$ cat src/rtl/ofdm_sync_ctrl_pkg.sv
// Shared encodings for the OFDM sync sequencer: FSM states, controller
// register offsets and control-word bit positions.
package ofdm_sync_ctrl_pkg;

    typedef enum logic [2:0] {
        ST_IDLE    = 3'd0,
        ST_FLUSH   = 3'd1,
        ST_SEARCH  = 3'd2,
        ST_FRAME   = 3'd3,
        ST_TAIL    = 3'd4,
        ST_HOLDOFF = 3'd5
    } state_t;

    localparam int REG_CTRL_OFF    = 0;
    localparam int REG_TIMEOUT_OFF = 1;
    localparam int REG_HOLDOFF_OFF = 2;

    localparam int CTRL_ENABLE_BIT     = 0;
    localparam int CTRL_SOFT_CLEAR_BIT = 1;

    function automatic logic [15:0] sat_inc16(input logic [15:0] v);
        return (v == 16'hFFFF) ? v : v + 16'd1;
    endfunction

endpackage

$ cat src/rtl/ofdm_sync_ctrl_shadow.sv
// Shadow register bank: holds host datapath settings and forwards the
// lowest-index dirty entry, one per cycle, while i_allow is high.
module settings_shadow_bank #(
    parameter int NUM_SHADOW = 7,
    parameter int AW         = 8,
    parameter int DW         = 32
) (
    input  logic          i_clk,
    input  logic          i_reset,
    input  logic          i_wr_stb,
    input  logic [AW-1:0] i_wr_addr,
    input  logic [DW-1:0] i_wr_data,
    input  logic          i_allow,
    output logic          o_stb,
    output logic [AW-1:0] o_addr,
    output logic [DW-1:0] o_data,
    output logic          o_pending
);
    localparam int IW = (NUM_SHADOW > 1) ? $clog2(NUM_SHADOW) : 1;

    logic [DW-1:0]         r_shadow [NUM_SHADOW];
    logic [NUM_SHADOW-1:0] r_dirty;
    logic                  r_stb;
    logic [AW-1:0]         r_addr;
    logic [DW-1:0]         r_data;

    logic [NUM_SHADOW-1:0] w_wr_hit;
    logic [NUM_SHADOW-1:0] w_avail;
    logic [NUM_SHADOW-1:0] w_dirty_nxt;
    logic                  w_sel_vld;
    logic [IW-1:0]         w_sel_idx;
    logic [DW-1:0]         w_sel_data;
    logic                  w_fwd;

    always_comb begin
        for (int i = 0; i < NUM_SHADOW; i++)
            w_wr_hit[i] = i_wr_stb && (i_wr_addr == AW'(i));
    end

    // An incoming write is visible to the selector this cycle so a clean
    // entry goes out with one cycle of latency.
    assign w_avail = r_dirty | w_wr_hit;

    always_comb begin
        w_sel_vld = 1'b0;
        w_sel_idx = '0;
        for (int i = NUM_SHADOW - 1; i >= 0; i--) begin
            if (w_avail[i]) begin
                w_sel_vld = 1'b1;
                w_sel_idx = IW'(i);
            end
        end
    end

    assign w_sel_data = r_dirty[w_sel_idx] ? r_shadow[w_sel_idx] : i_wr_data;
    assign w_fwd      = i_allow && w_sel_vld;

    // Old value leaving while a new one lands keeps the bit set for a re-send.
    always_comb begin
        w_dirty_nxt = r_dirty | w_wr_hit;
        if (w_fwd && !(r_dirty[w_sel_idx] && w_wr_hit[w_sel_idx]))
            w_dirty_nxt[w_sel_idx] = 1'b0;
    end

    always_ff @(posedge i_clk or posedge i_reset) begin
        if (i_reset) begin
            for (int i = 0; i < NUM_SHADOW; i++)
                r_shadow[i] <= '0;
            r_dirty <= '0;
            r_stb   <= 1'b0;
            r_addr  <= '0;
            r_data  <= '0;
        end else begin
            for (int i = 0; i < NUM_SHADOW; i++)
                if (w_wr_hit[i])
                    r_shadow[i] <= i_wr_data;
            r_dirty <= w_dirty_nxt;
            r_stb   <= w_fwd;
            if (w_fwd) begin
                r_addr <= AW'(w_sel_idx);
                r_data <= w_sel_data;
            end
        end
    end

    assign o_stb     = r_stb;
    assign o_addr    = r_addr;
    assign o_data    = r_data;
    assign o_pending = |r_dirty;

endmodule

$ cat src/rtl/ofdm_sync_ctrl.sv
// Schmidl-Cox sync chain sequencer: frame lifecycle FSM, watchdog flush,
// post-frame holdoff, and between-frame forwarding of shadowed settings.
module ofdm_sync_ctrl
    import ofdm_sync_ctrl_pkg::*;
#(
    parameter int NUM_SHADOW   = 7,
    parameter int SR_CTRL_BASE = 8,
    parameter int TIMEOUT_W    = 24,
    parameter int HOLDOFF_W    = 16,
    parameter int FLUSH_CYCLES = 4
) (
    input  logic        i_clk,
    input  logic        i_reset,
    input  logic        i_set_stb,
    input  logic [7:0]  i_set_addr,
    input  logic [31:0] i_set_data,
    output logic        o_dp_set_stb,
    output logic [7:0]  o_dp_set_addr,
    output logic [31:0] o_dp_set_data,
    output logic        o_dp_clear,
    input  logic        i_sof,
    input  logic        i_eof,
    input  logic        i_mon_tvalid,
    input  logic        i_mon_tready,
    input  logic        i_mon_tlast,
    output logic [2:0]  o_state,
    output logic [15:0] o_frame_count,
    output logic [15:0] o_timeout_count,
    output logic        o_pending
);
    localparam int FCW = $clog2(FLUSH_CYCLES) + 1;

    state_t               r_state;
    logic                 r_enable;
    logic                 r_soft_clear;
    logic [TIMEOUT_W-1:0] r_timeout;
    logic [HOLDOFF_W-1:0] r_holdoff;
    logic [TIMEOUT_W-1:0] r_wd;
    logic                 r_wd_en;
    logic [HOLDOFF_W-1:0] r_ho_cnt;
    logic [FCW-1:0]       r_flush_cnt;
    logic                 r_dp_clear;
    logic [15:0]          r_frame_cnt;
    logic [15:0]          r_timeout_cnt;

    logic w_wr_ctrl, w_wr_timeout, w_wr_holdoff;
    logic w_allow, w_armed, w_wd_exp, w_tlast_hs, w_frame_done;

    assign w_wr_ctrl    = i_set_stb && (i_set_addr == 8'(SR_CTRL_BASE + REG_CTRL_OFF));
    assign w_wr_timeout = i_set_stb && (i_set_addr == 8'(SR_CTRL_BASE + REG_TIMEOUT_OFF));
    assign w_wr_holdoff = i_set_stb && (i_set_addr == 8'(SR_CTRL_BASE + REG_HOLDOFF_OFF));

    always_ff @(posedge i_clk or posedge i_reset) begin
        if (i_reset) begin
            r_enable     <= 1'b0;
            r_soft_clear <= 1'b0;
            r_timeout    <= '0;
            r_holdoff    <= '0;
        end else begin
            r_soft_clear <= w_wr_ctrl && i_set_data[CTRL_SOFT_CLEAR_BIT];
            if (w_wr_ctrl)
                r_enable <= i_set_data[CTRL_ENABLE_BIT];
            if (w_wr_timeout)
                r_timeout <= i_set_data[TIMEOUT_W-1:0];
            if (w_wr_holdoff)
                r_holdoff <= i_set_data[HOLDOFF_W-1:0];
        end
    end

    assign w_allow      = (r_state == ST_SEARCH) || (r_state == ST_HOLDOFF);
    assign w_armed      = (r_state != ST_IDLE) && (r_state != ST_FLUSH);
    assign w_tlast_hs   = i_mon_tvalid && i_mon_tready && i_mon_tlast;
    assign w_wd_exp     = ((r_state == ST_FRAME) || (r_state == ST_TAIL)) && r_wd_en &&
                          (r_wd == TIMEOUT_W'(1));
    assign w_frame_done = w_tlast_hs && ((r_state == ST_TAIL) || (r_state == ST_FRAME && i_eof));

    always_ff @(posedge i_clk or posedge i_reset) begin
        if (i_reset) begin
            r_state       <= ST_IDLE;
            r_wd          <= '0;
            r_wd_en       <= 1'b0;
            r_ho_cnt      <= '0;
            r_flush_cnt   <= '0;
            r_dp_clear    <= 1'b0;
            r_frame_cnt   <= '0;
            r_timeout_cnt <= '0;
        end else begin
            r_dp_clear <= 1'b0;
            if ((w_armed && !r_enable) || (r_soft_clear && r_state != ST_IDLE) || w_wd_exp) begin
                r_state     <= ST_FLUSH;
                r_flush_cnt <= FCW'(FLUSH_CYCLES - 1);
                r_dp_clear  <= 1'b1;
                if (w_wd_exp && r_enable && !r_soft_clear)
                    r_timeout_cnt <= sat_inc16(r_timeout_cnt);
            end else begin
                case (r_state)
                    ST_IDLE: begin
                        if (r_enable) begin
                            r_state     <= ST_FLUSH;
                            r_flush_cnt <= FCW'(FLUSH_CYCLES - 1);
                            r_dp_clear  <= 1'b1;
                        end
                    end
                    ST_FLUSH: begin
                        if (r_flush_cnt == '0) begin
                            r_state <= r_enable ? ST_SEARCH : ST_IDLE;
                        end else begin
                            r_flush_cnt <= r_flush_cnt - FCW'(1);
                            r_dp_clear  <= 1'b1;
                        end
                    end
                    ST_SEARCH: begin
                        if (i_sof) begin
                            r_wd    <= r_timeout;
                            r_wd_en <= |r_timeout;
                            r_state <= i_eof ? ST_TAIL : ST_FRAME;
                        end
                    end
                    ST_FRAME, ST_TAIL: begin
                        if (r_wd_en)
                            r_wd <= r_wd - TIMEOUT_W'(1);
                        if (w_frame_done) begin
                            r_frame_cnt <= sat_inc16(r_frame_cnt);
                            if (r_holdoff != '0) begin
                                r_state  <= ST_HOLDOFF;
                                r_ho_cnt <= r_holdoff;
                            end else begin
                                r_state <= ST_SEARCH;
                            end
                        end else if (r_state == ST_FRAME && i_eof) begin
                            r_state <= ST_TAIL;
                        end
                    end
                    ST_HOLDOFF: begin
                        if (r_ho_cnt <= HOLDOFF_W'(1))
                            r_state <= ST_SEARCH;
                        else
                            r_ho_cnt <= r_ho_cnt - HOLDOFF_W'(1);
                    end
                    default: r_state <= ST_IDLE;
                endcase
            end
        end
    end

    settings_shadow_bank #(
        .NUM_SHADOW (NUM_SHADOW),
        .AW         (8),
        .DW         (32)
    ) u_shadow (
        .i_clk     (i_clk),
        .i_reset   (i_reset),
        .i_wr_stb  (i_set_stb),
        .i_wr_addr (i_set_addr),
        .i_wr_data (i_set_data),
        .i_allow   (w_allow),
        .o_stb     (o_dp_set_stb),
        .o_addr    (o_dp_set_addr),
        .o_data    (o_dp_set_data),
        .o_pending (o_pending)
    );

    assign o_state         = r_state;
    assign o_dp_clear      = r_dp_clear;
    assign o_frame_count   = r_frame_cnt;
    assign o_timeout_count = r_timeout_cnt;

endmodule
$ cat config.mk
export PLATFORM = sky130hd
export DESIGN_NAME = ofdm_sync_ctrl
export DESIGN_NICKNAME = d
export VERILOG_FILES = /design/src/rtl/ofdm_sync_ctrl_pkg.sv /design/src/rtl/ofdm_sync_ctrl_shadow.sv /design/src/rtl/ofdm_sync_ctrl.sv
export SDC_FILE = /design/constraint.sdc
export NUM_CORES = 1
export LEC_CHECK = 0
export CORE_ASPECT_RATIO = 0.8
export CORE_MARGIN = 4
export CORE_UTILIZATION = 55
export DETAILED_ROUTE_END_ITERATION = 8
export GPL_ROUTABILITY_DRIVEN = 0
export PLACE_DENSITY = 0.84
export SLEW_MARGIN = 30
export SYNTH_ARGS = -nofsm -noshare
export SYNTH_HDL_FRONTEND = slang
export SYNTH_HIERARCHICAL = 1
export SYNTH_SLANG_ARGS = --single-unit
$ cat constraint.sdc
create_clock -name i_clk -period 11.2 [get_ports i_clk]
set_input_delay 1.12 -clock i_clk [delete_from_list [all_inputs] [get_ports i_clk]]
set_output_delay 1.12 -clock i_clk [all_outputs]
set_load 0.05 [all_outputs]
==> results of run 1 <==
==> report_power, final <==
| group | switching, W | internal (W) |
|---|---|---|
| registers | 0.000167 | 0.00157 |
| clock network | 0.000548 | 0.000816 |
| logic | 0.00116 | 0.000522 |
| total | 0.00187 | 0.00291 |
==> cells by family after synthesis <==
group,after synthesis,synth area share
multiplexers,206,0.123
flip-flops,389,0.516
XOR/XNOR,30,0.0139
AND/OR/NAND/NOR,655,0.163
AO/OA/AOI/OAI,369,0.145
other,1,0.000199
adder cells (fa/ha/maj),8,0.00531
buffers and inverters,146,0.0337
==> worst min-delay path, delay by kind of cell, from the launching register on <==
family,cells,cell delay [ns]
DFF,1,0.34
and+or+nand+nor,2,0.10
==> worst paths after layout <==
check	from	slack, ns	end
worst min register to register	u_shadow/r_shadow[78]	0.47	u_shadow/r_shadow[78]
worst min-delay path	u_shadow/r_shadow[78]	0.47	u_shadow/r_shadow[78]
max in group asynchronous	i_reset	8.50	u_shadow/r_shadow[199]
worst max-delay path	i_set_addr[1]	6.03	u_shadow/o_data[9]
min in group asynchronous	i_reset	1.08	u_shadow/o_data[20]
worst max register to register	u_shadow/r_dirty[0]	7.56	u_shadow/o_data[14]
==> cells in the mapped netlist (all sizes together), types with 5 or more instances <==
library cell,instances,share of area
xnor2,10,0.0046
o21a,5,0.0020
or2,5,0.0017
dfrtp,389,0.52
a211oi,30,0.012
nor2,95,0.019
nand3,116,0.031
a32o,29,0.015
o2bb2ai,8,0.0037
nor3,36,0.011
a31oi,12,0.0040
mux2,203,0.12
o31ai,5,0.0028
and3,7,0.0023
o21ai,107,0.029
clkbuf,82,0.016
a21oi,42,0.012
a2bb2oi,6,0.0028
nor4,28,0.011
o22a,10,0.0046
nor2b,10,0.0033
inv,22,0.0044
nand4,10,0.0033
ha,8,0.0053
xor2,20,0.0093
o31a,5,0.0023
a32oi,5,0.0023
nand2,310,0.062
a22oi,34,0.014
o2111a,31,0.019
buf,42,0.013
and2,10,0.0034
a41oi,5,0.0023
==> sequential cells by signal, indices dropped and copies added, names as in the netlist, 3 cells and up <==
| name | cells |
|---|---|
| r_timeout | 24 |
| r_wd | 24 |
| u_shadow/o_addr | 3 |
| r_holdoff | 16 |
| o_frame_count | 16 |
| u_shadow/r_shadow | 224 |
| r_ho_cnt | 16 |
| o_state | 3 |
| u_shadow/r_dirty | 7 |
| r_flush_cnt | 3 |
| o_timeout_count | 16 |
| u_shadow/o_data | 32 |
==> layer usage <==
metal,vias to the layer above,routed length [um],GRT usage
met1,7737,21600,0.385
met2,854,24500,0.434
met3,124,4850,0.0499
met4,0,1210,0.0834
li1,6671,-,-
met5,-,0,0
==> per-stage QoR <==
step / instances / power [W] / util
finish: 2331 / 0.00478 / 0.646
global route: 2331 / 0.00499 / 0.646
CTS: 2329 / 0.00474 / 0.644
detailed placement: 2261 / 0.00337 / 0.604
global placement: 2261 / 0.00331 / 0.604
floorplan: 1808 / 0.00288 / -
==> area by class of cell <==
type,instances,area (um^2)
Multi-Input combinational cell,1273,8630
Fill cell,2424,11900
Tap cell,434,543
Timing Repair Buffer,145,1440
Clock buffer,50,1110
Inverter,22,92.6
Clock inverter,18,235
Sequential cell,389,9730
==> flow_summary.yaml, run 1 <==
yosys:
  ys_ff_latch: 389
  syn_area_um2: 18900
  synth_cell_types: 85
  netlist_instances: 1804
  yosys_warnings: 6
  synthArstFlopShare: 1.00
  synth-edff-count: 0
  ys.flop_type: "dfrtp_1"
  syn_area_per_cell_um2: 10.5
  ys_seq_area_frac: 0.516
status:
  outcome: "complete, no violations"
critical_path:
  cpMostUsedCell: "buf_4"
  reg2reg_depth: 8
  critPathCaptureType: "flip-flop"
  crit_path_cell_trace: "clkdlybuf4s50_1 -> or4b_2 -> or4b_1 -> nand3_2 -> buf_4 -> nand3_1 -> a221oi_4 -> buf_4 -> o2111a_1 -> o21ai_1"
  crit_cells: 10
  cp_max_fo: 62
  path_delay_family: "buffers and inverters"
  cp_num_buf_inv: 3
  crit_slowest_cell: "or4b_2"
  crit_path_max_incr_delay_ns: 0.79
  critical_path_required_ns: 11.61
  cp-start-kind: "primary input"
  arrival_ns: 5.58
  critical_path_class: "primary input to flip-flop"
sta:
  setup_slack_ns: 6.03
  fin_crit_sh: 0.462
  fmax_mhz: 193
  finalSetupTns_ns: 0
  fin_crit_ns: 5.17
  hold_violations: 0
  tightestPinTransition_ns: 1.01
  rsz0062_at_grt: "false"
  maxSlewHeadroom: 0.322
  clock_skew_ns: 0.0254
  timing.hold.ws_ns: 0.469
  setup_viol: 0
  slew_viol_final: 0
clock_network:
  cts_tree: "built"
  cts_root_buf: "clkbuf_16"
  cts_made_buffers: 39
  clkTransAtPathRegs_ns: 0.06
  clkLatencyLatePin_ns: 0.54
  cts_max_path_buffers: 3
  cts-htree-levels: 2
  post_cts_buffers: 0
  ctsHoldBuffers: 0
  cts.repair.resized: 0
  clkSinkCount: 389
die:
  fp-row-count: 60
  fp.dieH_um: 174
  coreArea_um2: 33700
  die_area_um2: 37300
  start_util: 0.560
  fp.dieW_um: 215
  io_pins: 126
finish:
  syn_to_final_growth_pct: 15.4
  final_cell_area_um2: 21800
  drive_above_1_share: 0.180
  nets: 1926
  mostFrequentLayoutCells: "dfrtp_1, nand2_1, mux2_2"
  final_common_cell: "dfrtp_1"
  diodes: 0
min_path:
  min_path_cells: 2
  hold_class: "flip-flop to flip-flop"
power_and_ir_drop:
  power.density_nw_per_um2: 220
  leakage_nw: 10.0
  irDropWorstVdd_v: 0.000135
placement:
  io_buffer_count: 120
  placed_area_um2: 20300
  hpwlAfterDp_mm: 31.3
  pre_cts_slack_ns: 5.45
grt:
  antenna_found_initial: 0
  overflow: 0
  grt_usage: 0.273
  grt_pass1_vias: 15447
  grt_pass1_wl_mm: 83.6
  grt_max_degree: 127
run:
  maxCapViolCount: 0
detailed_routing:
  drt_iter0_markers: 2010
  ant_nets: 0
  remaining_drc_errors: 0
  drtPass1Iterations: 6
  vias_per_cell: 6.60
  post_drt_wl_per_cell_um: 22.4
  drt_wl_total_mm: 52.2
  vias: 15386
No activity file was read; power rests on OpenSTA's default activity.
==> inputs of run 2 (changes only) <==
- clock period: 11.2 -> 5.1 ns (I/O delays scaled with it)
==> run 2 against run 1 <==
Compared with the run above: hold slack improved by 0.00088 ns; worst setup slack got worse by 4.6 ns; total power is 120% higher; die area unchanged; via count fell by 0.11%; clock skew shrank 0.0066 ns; largest cell class unchanged; cell count up 0.51%; non-clock buffer count is 13 higher; critical endpoint is now u_shadow/r_dirty[2]; critical path type unchanged; wire length grew 0.73%; first-iteration DRC count increased by 1.2%; critical path depth did not move.
==> flow_summary.yaml, run 2 (same netlist as run 1, synthesis figures left out) <==
status:
  outcome: "complete, no violations"
sta:
  clock_skew_ns: 0.0188
  hold_violations: 0
  fin_crit_ns: 3.67
  setup_viol: 0
  rsz0062_at_grt: "false"
  setup_slack_ns: 1.43
  tightestPinTransition_ns: 0.968
  fin_crit_sh: 0.720
  slew_viol_final: 0
  fmax_mhz: 272
  finalSetupTns_ns: 0
  timing.hold.ws_ns: 0.469
  maxSlewHeadroom: 0.353
grt:
  grt_pass1_wl_mm: 84.4
  grt_max_degree: 148
  grt_usage: 0.276
  overflow: 0
  antenna_found_initial: 0
  grt_pass1_vias: 15533
detailed_routing:
  vias: 15369
  vias_per_cell: 6.56
  drt_iter0_markers: 2035
  drtPass1Iterations: 6
  drt_wl_total_mm: 52.6
  ant_nets: 0
  remaining_drc_errors: 0
  post_drt_wl_per_cell_um: 22.4
power_and_ir_drop:
  p_sw_w: 0.00413
  irDropWorstVdd_v: 0.000256
  pwr-share-comb: 0.360
  leakage_nw: 10.1
  seq_power_share: 0.364
  clockPowerShare: 0.275
  power.density_nw_per_um2: 482
  swShare: 0.394
  intPower_w: 0.00635
die:
  fp.dieH_um: 174
  coreArea_um2: 33700
  die_area_um2: 37300
  fp-row-count: 60
  start_util: 0.560
  fp.dieW_um: 215
  io_pins: 126
placement:
  pre_cts_slack_ns: 0.990
  dp_cells: 2276
  hpwlAfterDp_mm: 32.5
  io_buffer_count: 120
min_path:
  hold_class: "flip-flop to flip-flop"
  min_path_cells: 2
finish:
  nFillCells: 2478
  diodes: 0
  drive_above_1_share: 0.180
  final_cells: 2343
  register_area_um2: 9730
  final_common_cell: "dfrtp_1"
  mostFrequentLayoutCells: "dfrtp_1, nand2_1, mux2_2"
  regMostFlops: "u_shadow/r_shadow"
  multiInputGateArea_um2: 8610
  syn_to_final_growth_pct: 15.3
  largest_reg_flops: 224
  nets: 1939
clock_network:
  clkSinkCount: 389
  cts_max_path_buffers: 3
  cts_root_buf: "clkbuf_16"
  clkLatencyLatePin_ns: 0.54
  cts_tree: "built"
  cts.repair.resized: 0
  cts-htree-levels: 2
  post_cts_buffers: 0
  cts_made_buffers: 39
  clkTransAtPathRegs_ns: 0.06
  ctsHoldBuffers: 0
run:
  maxCapViolCount: 0
critical_path:
  reg2reg_depth: 9
  cp_max_fo: 23
  critPathCaptureType: "flip-flop"
  cp-start-kind: "primary input"
  arrival_ns: 4.11
  critical_path_class: "primary input to flip-flop"
  critical_path_required_ns: 5.54
-- run 2: changes by cell type in the layout (fill, tap and decap cells not counted), moves of 2 or more --
| cell | change |
|---|---|
| clkbuf_1 | +8 |
| buf_4 | +16 |
| clkinv_2 | -3 |
| buf_16 | -2 |
| buf_6 | -2 |
| nand3_4 | -2 |
| bufinv_16 | -2 |
-- run 2: area by class of cell --
class                           count  area share
Clock inverter                      9     0.00552
Multi-Input combinational cell   1273       0.396
Tap cell                          434      0.0250
Inverter                           22     0.00420
Timing Repair Buffer              158      0.0689
Clock buffer                       58      0.0529
Sequential cell                   389       0.448
-- run 2: worst paths after layout --
path,start,end,slack (ns)
setup / recovery,i_set_addr[1],u_shadow/r_dirty[2],1.43
hold / removal,u_shadow/r_shadow[85],u_shadow/r_shadow[85],0.47
setup reg to reg,u_shadow/r_dirty[0],u_shadow/r_dirty[2],1.83
hold reg to reg,u_shadow/r_shadow[85],u_shadow/r_shadow[85],0.47
max in group asynchronous,i_reset,u_shadow/r_shadow[196],3.22
min in group asynchronous,i_reset,r_timeout[21],0.56
-- run 2: stage by stage --
stage               instance area, um^2  utilization  power (W)
finish                            21700        0.645     0.0105
global placement                  20500        0.607    0.00738
CTS                               21700        0.645     0.0104
detailed placement                20500        0.607    0.00752
global route                      21700        0.645     0.0109
floorplan                         18900            -    0.00633
-- run 2: per-layer routing --
| layer | vias to the layer above | GRT usage | share of wire |
|---|---|---|---|
| li1 | 6689 | - | - |
| met4 | 0 | 0.106 | 0.033 |
| met1 | 7699 | 0.382 | 0.41 |
| met2 | 850 | 0.437 | 0.47 |
| met3 | 131 | 0.0526 | 0.087 |
| met5 | - | 0 | 0 |
-- run 2: critical path, stage by stage --
cell and delay (ns):
clkdlybuf4s50_1 0.70, nor4_1 0.72, nand3_2 0.15, buf_4 0.26, a21oi_1 0.31, o21ai_0 0.22
a221oi_4 0.39, buf_4 0.35, o211ai_2 0.24, a31oi_1 0.26
-- run 2: power by group through the flow --
stage | Clock [W] | Sequential [W] | Combinational, W
final | 0.00289 | 0.00382 | 0.00378
after global routing | 0.00304 | 0.00387 | 0.00404
after CTS | 0.00292 | 0.00381 | 0.00371
after detailed placement | 0 | 0.00385 | 0.00367
after global placement | 0 | 0.00383 | 0.00355
after floorplan | 0 | 0.00420 | 0.00213
